<file path="config.mk">
export PLATFORM = sky130hd
export DESIGN_NAME = decode
export DESIGN_NICKNAME = d
export VERILOG_FILES = /design/src/rtl/decode.sv
export SDC_FILE = /design/constraint.sdc
export NUM_CORES = 1
export LEC_CHECK = 0
export BUFFER_PORTS_ARGS = -buffer_cell sky130_fd_sc_hd__buf_2
export CAP_MARGIN = 40
export CORE_MARGIN = 1.5
export CORE_UTILIZATION = 51
export DETAILED_ROUTE_END_ITERATION = 10
export PLACE_DENSITY = 0.91
export SYNTH_ARGS = -nofsm -noshare
export SYNTH_HDL_FRONTEND = slang
export SYNTH_SLANG_ARGS = --single-unit
</file>
<file path="constraint.sdc">
create_clock -name clock -period 2.9 [get_ports clock]
set_clock_uncertainty 0.15 [all_clocks]
set_input_delay 0.87 -clock clock [delete_from_list [all_inputs] [get_ports clock]]
set_output_delay 0.87 -clock clock [all_outputs]
set_load 0.02 [all_outputs]
</file>
<file path="src/rtl/decode.sv">
// -----------------------------------------------------------------------------
// decode
//   Pipeline decode stage for a 16-bit LC-3 style datapath. Captures the
//   fetched instruction and its npc, and produces registered execute,
//   writeback and memory controls one cycle later.
//
// Ports
//   clock         in   rising-edge clock
//   reset         in   synchronous active-high reset
//   enable_decode in   capture strobe
//   dout[15:0]    in   fetched instruction word
//   npc_in[15:0]  in   pc+1 paired with dout
//   br_taken      in   flush: instruction in decode is on the wrong path
//   IR[15:0]      out  registered instruction
//   npc_out[15:0] out  registered npc
//   E_Control[5:0]out  {alu_control[1:0], pcselect1[1:0], pcselect2, op2select}
//   W_Control[1:0]out  writeback source (00 ALU, 01 memory, 10 PC-relative)
//   Mem_Control   out  indirect memory access (LDI/STI)
//   reg_wr        out  destination register write enable
//   valid_out     out  outputs hold a live instruction
//   illegal_op    out  registered opcode is unsupported
//   decode_count  out  instructions accepted since reset (wraps at 2^16)
// -----------------------------------------------------------------------------
module decode (
    input  logic        clock,
    input  logic        reset,
    input  logic        enable_decode,
    input  logic [15:0] dout,
    input  logic [15:0] npc_in,
    input  logic        br_taken,
    output logic [15:0] IR,
    output logic [15:0] npc_out,
    output logic [5:0]  E_Control,
    output logic [1:0]  W_Control,
    output logic        Mem_Control,
    output logic        reg_wr,
    output logic        valid_out,
    output logic        illegal_op,
    output logic [15:0] decode_count
);

    typedef enum logic [3:0] {
        OP_BR  = 4'b0000,
        OP_ADD = 4'b0001,
        OP_LD  = 4'b0010,
        OP_ST  = 4'b0011,
        OP_AND = 4'b0101,
        OP_LDR = 4'b0110,
        OP_STR = 4'b0111,
        OP_NOT = 4'b1001,
        OP_LDI = 4'b1010,
        OP_STI = 4'b1011,
        OP_JMP = 4'b1100,
        OP_LEA = 4'b1110
    } opcode_t;

    opcode_t     w_op;
    logic        w_op2sel;
    logic [5:0]  w_e_ctl;
    logic [1:0]  w_w_ctl;
    logic        w_mem;
    logic        w_reg_wr;
    logic        w_illegal;

    logic [15:0] r_ir;
    logic [15:0] r_npc;
    logic [5:0]  r_e_ctl;
    logic [1:0]  r_w_ctl;
    logic        r_mem;
    logic        r_reg_wr;
    logic        r_valid;
    logic        r_illegal;
    logic [15:0] r_count;

    assign w_op     = opcode_t'(dout[15:12]);
    // bit 5 selects immediate form; op2select=1 picks the register operand
    assign w_op2sel = ~dout[5];

    always_comb begin
        w_e_ctl   = '0;
        w_w_ctl   = '0;
        w_mem     = 1'b0;
        w_reg_wr  = 1'b0;
        w_illegal = 1'b0;
        case (w_op)
            OP_ADD: begin w_e_ctl = {5'b00000, w_op2sel}; w_reg_wr = 1'b1; end
            OP_AND: begin w_e_ctl = {5'b01000, w_op2sel}; w_reg_wr = 1'b1; end
            OP_NOT: begin w_e_ctl = 6'b100000;            w_reg_wr = 1'b1; end
            OP_BR:  begin w_e_ctl = 6'b000110; end
            OP_JMP: begin w_e_ctl = 6'b001100; end
            OP_LD:  begin w_e_ctl = 6'b000110; w_w_ctl = 2'b01; w_reg_wr = 1'b1; end
            OP_LDI: begin w_e_ctl = 6'b000110; w_w_ctl = 2'b01; w_reg_wr = 1'b1; w_mem = 1'b1; end
            OP_LDR: begin w_e_ctl = 6'b001000; w_w_ctl = 2'b01; w_reg_wr = 1'b1; end
            OP_ST:  begin w_e_ctl = 6'b000110; end
            OP_STI: begin w_e_ctl = 6'b000110; w_mem = 1'b1; end
            OP_STR: begin w_e_ctl = 6'b001000; end
            OP_LEA: begin w_e_ctl = 6'b000110; w_w_ctl = 2'b10; w_reg_wr = 1'b1; end
            default: w_illegal = 1'b1;
        endcase
    end

    always_ff @(posedge clock) begin
        if (reset) begin
            r_ir      <= '0;
            r_npc     <= '0;
            r_e_ctl   <= '0;
            r_w_ctl   <= '0;
            r_mem     <= 1'b0;
            r_reg_wr  <= 1'b0;
            r_valid   <= 1'b0;
            r_illegal <= 1'b0;
            r_count   <= '0;
        end else if (br_taken) begin
            // flush kills side-effecting controls; IR/npc and path selects hold
            r_mem     <= 1'b0;
            r_reg_wr  <= 1'b0;
            r_valid   <= 1'b0;
            r_illegal <= 1'b0;
        end else if (enable_decode) begin
            r_ir      <= dout;
            r_npc     <= npc_in;
            r_e_ctl   <= w_e_ctl;
            r_w_ctl   <= w_w_ctl;
            r_mem     <= w_mem;
            r_reg_wr  <= w_reg_wr;
            r_valid   <= 1'b1;
            r_illegal <= w_illegal;
            r_count   <= r_count + 16'd1;
        end
    end

    assign IR           = r_ir;
    assign npc_out      = r_npc;
    assign E_Control    = r_e_ctl;
    assign W_Control    = r_w_ctl;
    assign Mem_Control  = r_mem;
    assign reg_wr       = r_reg_wr;
    assign valid_out    = r_valid;
    assign illegal_op   = r_illegal;
    assign decode_count = r_count;

endmodule

</file>
==> flow_summary.yaml <==
status:
  status: "finished, final reports clean"
final_layout:
  layout.cells.non_filler: 437
  drive_above_1_share_pct: 30.91
  antenna_cells: 0
  area_growth_syn_to_layout_pct: 33.10
  nets: 417
  fin_util_pct: 71.03
floorplanning:
  core_area_sq_mm: 0.004384
  die_x_microns: 70.73
  ioPinCount: 96
  start_util_pct: 53.37
  die_area_sq_mm: 0.005003
  dieHeight_microns: 70.73
  rows: 24
drt:
  drt_first_pass_iters: 4
  num_vias: 2262
  wl_per_cell_microns: 12.81
  remaining_drc_errors: 0
  drt_first_iter_violations: 138
  ant_nets: 0
  totalWireLength_mm: 5.598
  via_per_inst: 5.176
critical_path:
  r2r_setup_slack_ns: 1.03
  crit_end: "decode_count[6]"
  critPathRequiredTime_ns: 1.88
  slowest_stage: "dfxtp_1"
  cp_top_family: "flip-flops"
  end_kind: "output port"
  reg2reg_from: "decode_count[6]"
  regToRegEndpoint: "decode_count[15]"
  cp_cell_sequence: "buf_2"
  path_buf_inv: 1
  crit_arrival_ns: 0.99
  cp_max_fo: 6
  crit_cells: 1
  crit_type: "flop to output port"
  critical_path.startpoint: "decode_count[6]"
  slowest_delay_ns: 0.45
  cp-start-kind: "flop"
  worst_r2r_path_depth: 4
timing:
  holdWs_ns: 0.3033
  fmaxAchievable_ghz: 0.4986
  tns_ns: 0
  hold_viol_final: 0
  rsz0062_at_grt: "no"
  maxSlewHeadroom_pct: 64.80
  drv_slew: 0
  post-route-period-util_pct: 69.16
  worst_slew_pin_slew_ns: 0.5280
  timing.final.crit_period_ns: 2.006
  finalSetupViolCount: 0
clock_network:
  cts_buffers: 9
  cts.repair.resized: 0
  post_cts_buffers: 0
  cts_tree: "built"
  path_clk_slew_ns: 0.07
  h-tree-depth: 3
  clk_path_buf_depth: 2
  clock_insertion_delay_worst_skew_ns: 0.33
  cts_hold_buffers: 0
  numClockSinks: 60
  root_buffer: "clkbuf_8"
min_path:
  hold_class: "flop to flop"
  min-delay-start: "npc_out[14]"
  hold_depth: 2
global_route:
  grt_pass1_wl_mm: 9.252
  grt_max_degree: 33
  antenna_found_initial: 0
  grt_overflow: 0
  grt_pass1_vias: 2075
  grt.total_usage_pct: 23.30
yosys:
  synth.top_cell.area_share_pct: 51.34
  async_flop_share_pct: 0
  synth_seq_area_share_pct: 51.34
  yosysWarnings: 0
  synthCells: 287
  netlist_area_sq_mm: 0.002340
  synth_ff_type: "dfxtp_1"
  yosysUniqueCellTypes: 36
  synth_area_leader_cell: "dfxtp_1"
  synth_area_leaders: "dfxtp_1, nand2_1, a21oi_1, nor2_1, xnor2_1"
  synth_edf_count: 0
  synth-seq-cells: 60
  syn_avg_cell_area_sq_um: 8.152
  syn_nets: 324
power_and_ir_drop:
  total_power_mw: 1.974
  leakage_nw: 1.407
  peakVddDrop_uv: 365.1
  power_density_mw_per_mm2: 633.8
placed_design:
  place_inst: 421
  io_buffers: 95
  gp_congestion: 0.7702
  hpwl_mm: 3.886
run:
  drv_cap: 0
-- cell usage in the layout, fill, tap and decap left out, types with 2 or more instances in the layout --
cell	instances
buf_2	95
nand2_1	76
dfxtp_1	60
a21oi_1	41
nor2_1	21
clkbuf_8	11
nor2b_1	7
nor3_1	7
xnor2_1	7
o21ai_0	5
xor2_1	5
nand3_1	4
nand4_1	4
inv_1	4
buf_4	4
nand2b_1	3
nor4_1	3
bufinv_16	3
or3_1	2
a31oi_1	2
-- synth_stat cells, types with 2 or more instances --
cell / n
xor2_1: 5
nand3_1: 4
a31oi_1: 2
nor4_1: 3
dfxtp_1: 60
inv_1: 4
or3_1: 2
nand4_1: 4
buf_1: 2
nor2b_1: 8
clkbuf_1: 15
o21ai_0: 5
a21oi_1: 41
nor2_1: 21
nor3_1: 7
nand2_1: 76
nand2b_1: 3
xnor2_1: 7
-- logic make-up after synthesis --
kind of cell,Yosys count,share of synthesized area [%]
and+or+nand+nor,136,26.47
DFF,60,51.34
AOI/OAI and AO/OA,54,12.67
buffers and inverters,22,3.582
xor gates and xnor gates,12,4.492
muxes,2,0.9091
adders and majority gates,1,0.5347
-- metal layers --
layer	vias to the layer above	GRT usage, %	part of all wire [%]
met5	-	0	0
met4	0	11.95	2.4
met3	15	7.123	6.0
met2	76	39.25	50
met1	1024	26.68	41
li1	1147	-	-
-- worst min-delay path by stage --
stage                   end  slack [ns]
6_report        npc_out[14]        0.30
5_1_grt               IR[3]        0.32
2_1_floorplan  E_Control[4]        0.38
3_5_place_dp    npc_out[14]        0.29
4_1_cts         npc_out[14]        0.30
3_3_place_gp          IR[8]        0.29
-- layout make-up --
type / instances / area (sq um)
Fill cell: 361 / 1270
Sequential cell: 60 / 1201
Multi-Input combinational cell: 205 / 1057
Timing Repair Buffer: 100 / 525.5
Clock buffer: 12 / 155.1
Clock inverter: 4 / 95.09
Tap cell: 52 / 65.06
Inverter: 4 / 15.01
-- metrics by stage --
| stage | setup WS (ns) | instance area, sq um |
|---|---|---|
| after floorplan | 0.8740 | 2340 |
| after global placement | 0.6772 | 2864 |
| after detailed placement | 0.6252 | 2864 |
| after CTS | 0.8838 | 3114 |
| after global routing | 0.8558 | 3114 |
| final | 0.8943 | 3114 |
-- where the power goes --
part / internal (mW) / switching (mW)
sequential: 0.852 / 0.0152
clock: 0.617 / 0.311
combinational: 0.0664 / 0.112
-- state kept, by name, summed over array words and instances, names as in the netlist --
name / flops
npc_out: 16
illegal_op: 1
IR: 16
E_Control: 6
W_Control: 2
reg_wr: 1
Mem_Control: 1
decode_count: 16
valid_out: 1
(Power assumes the default switching activity.)
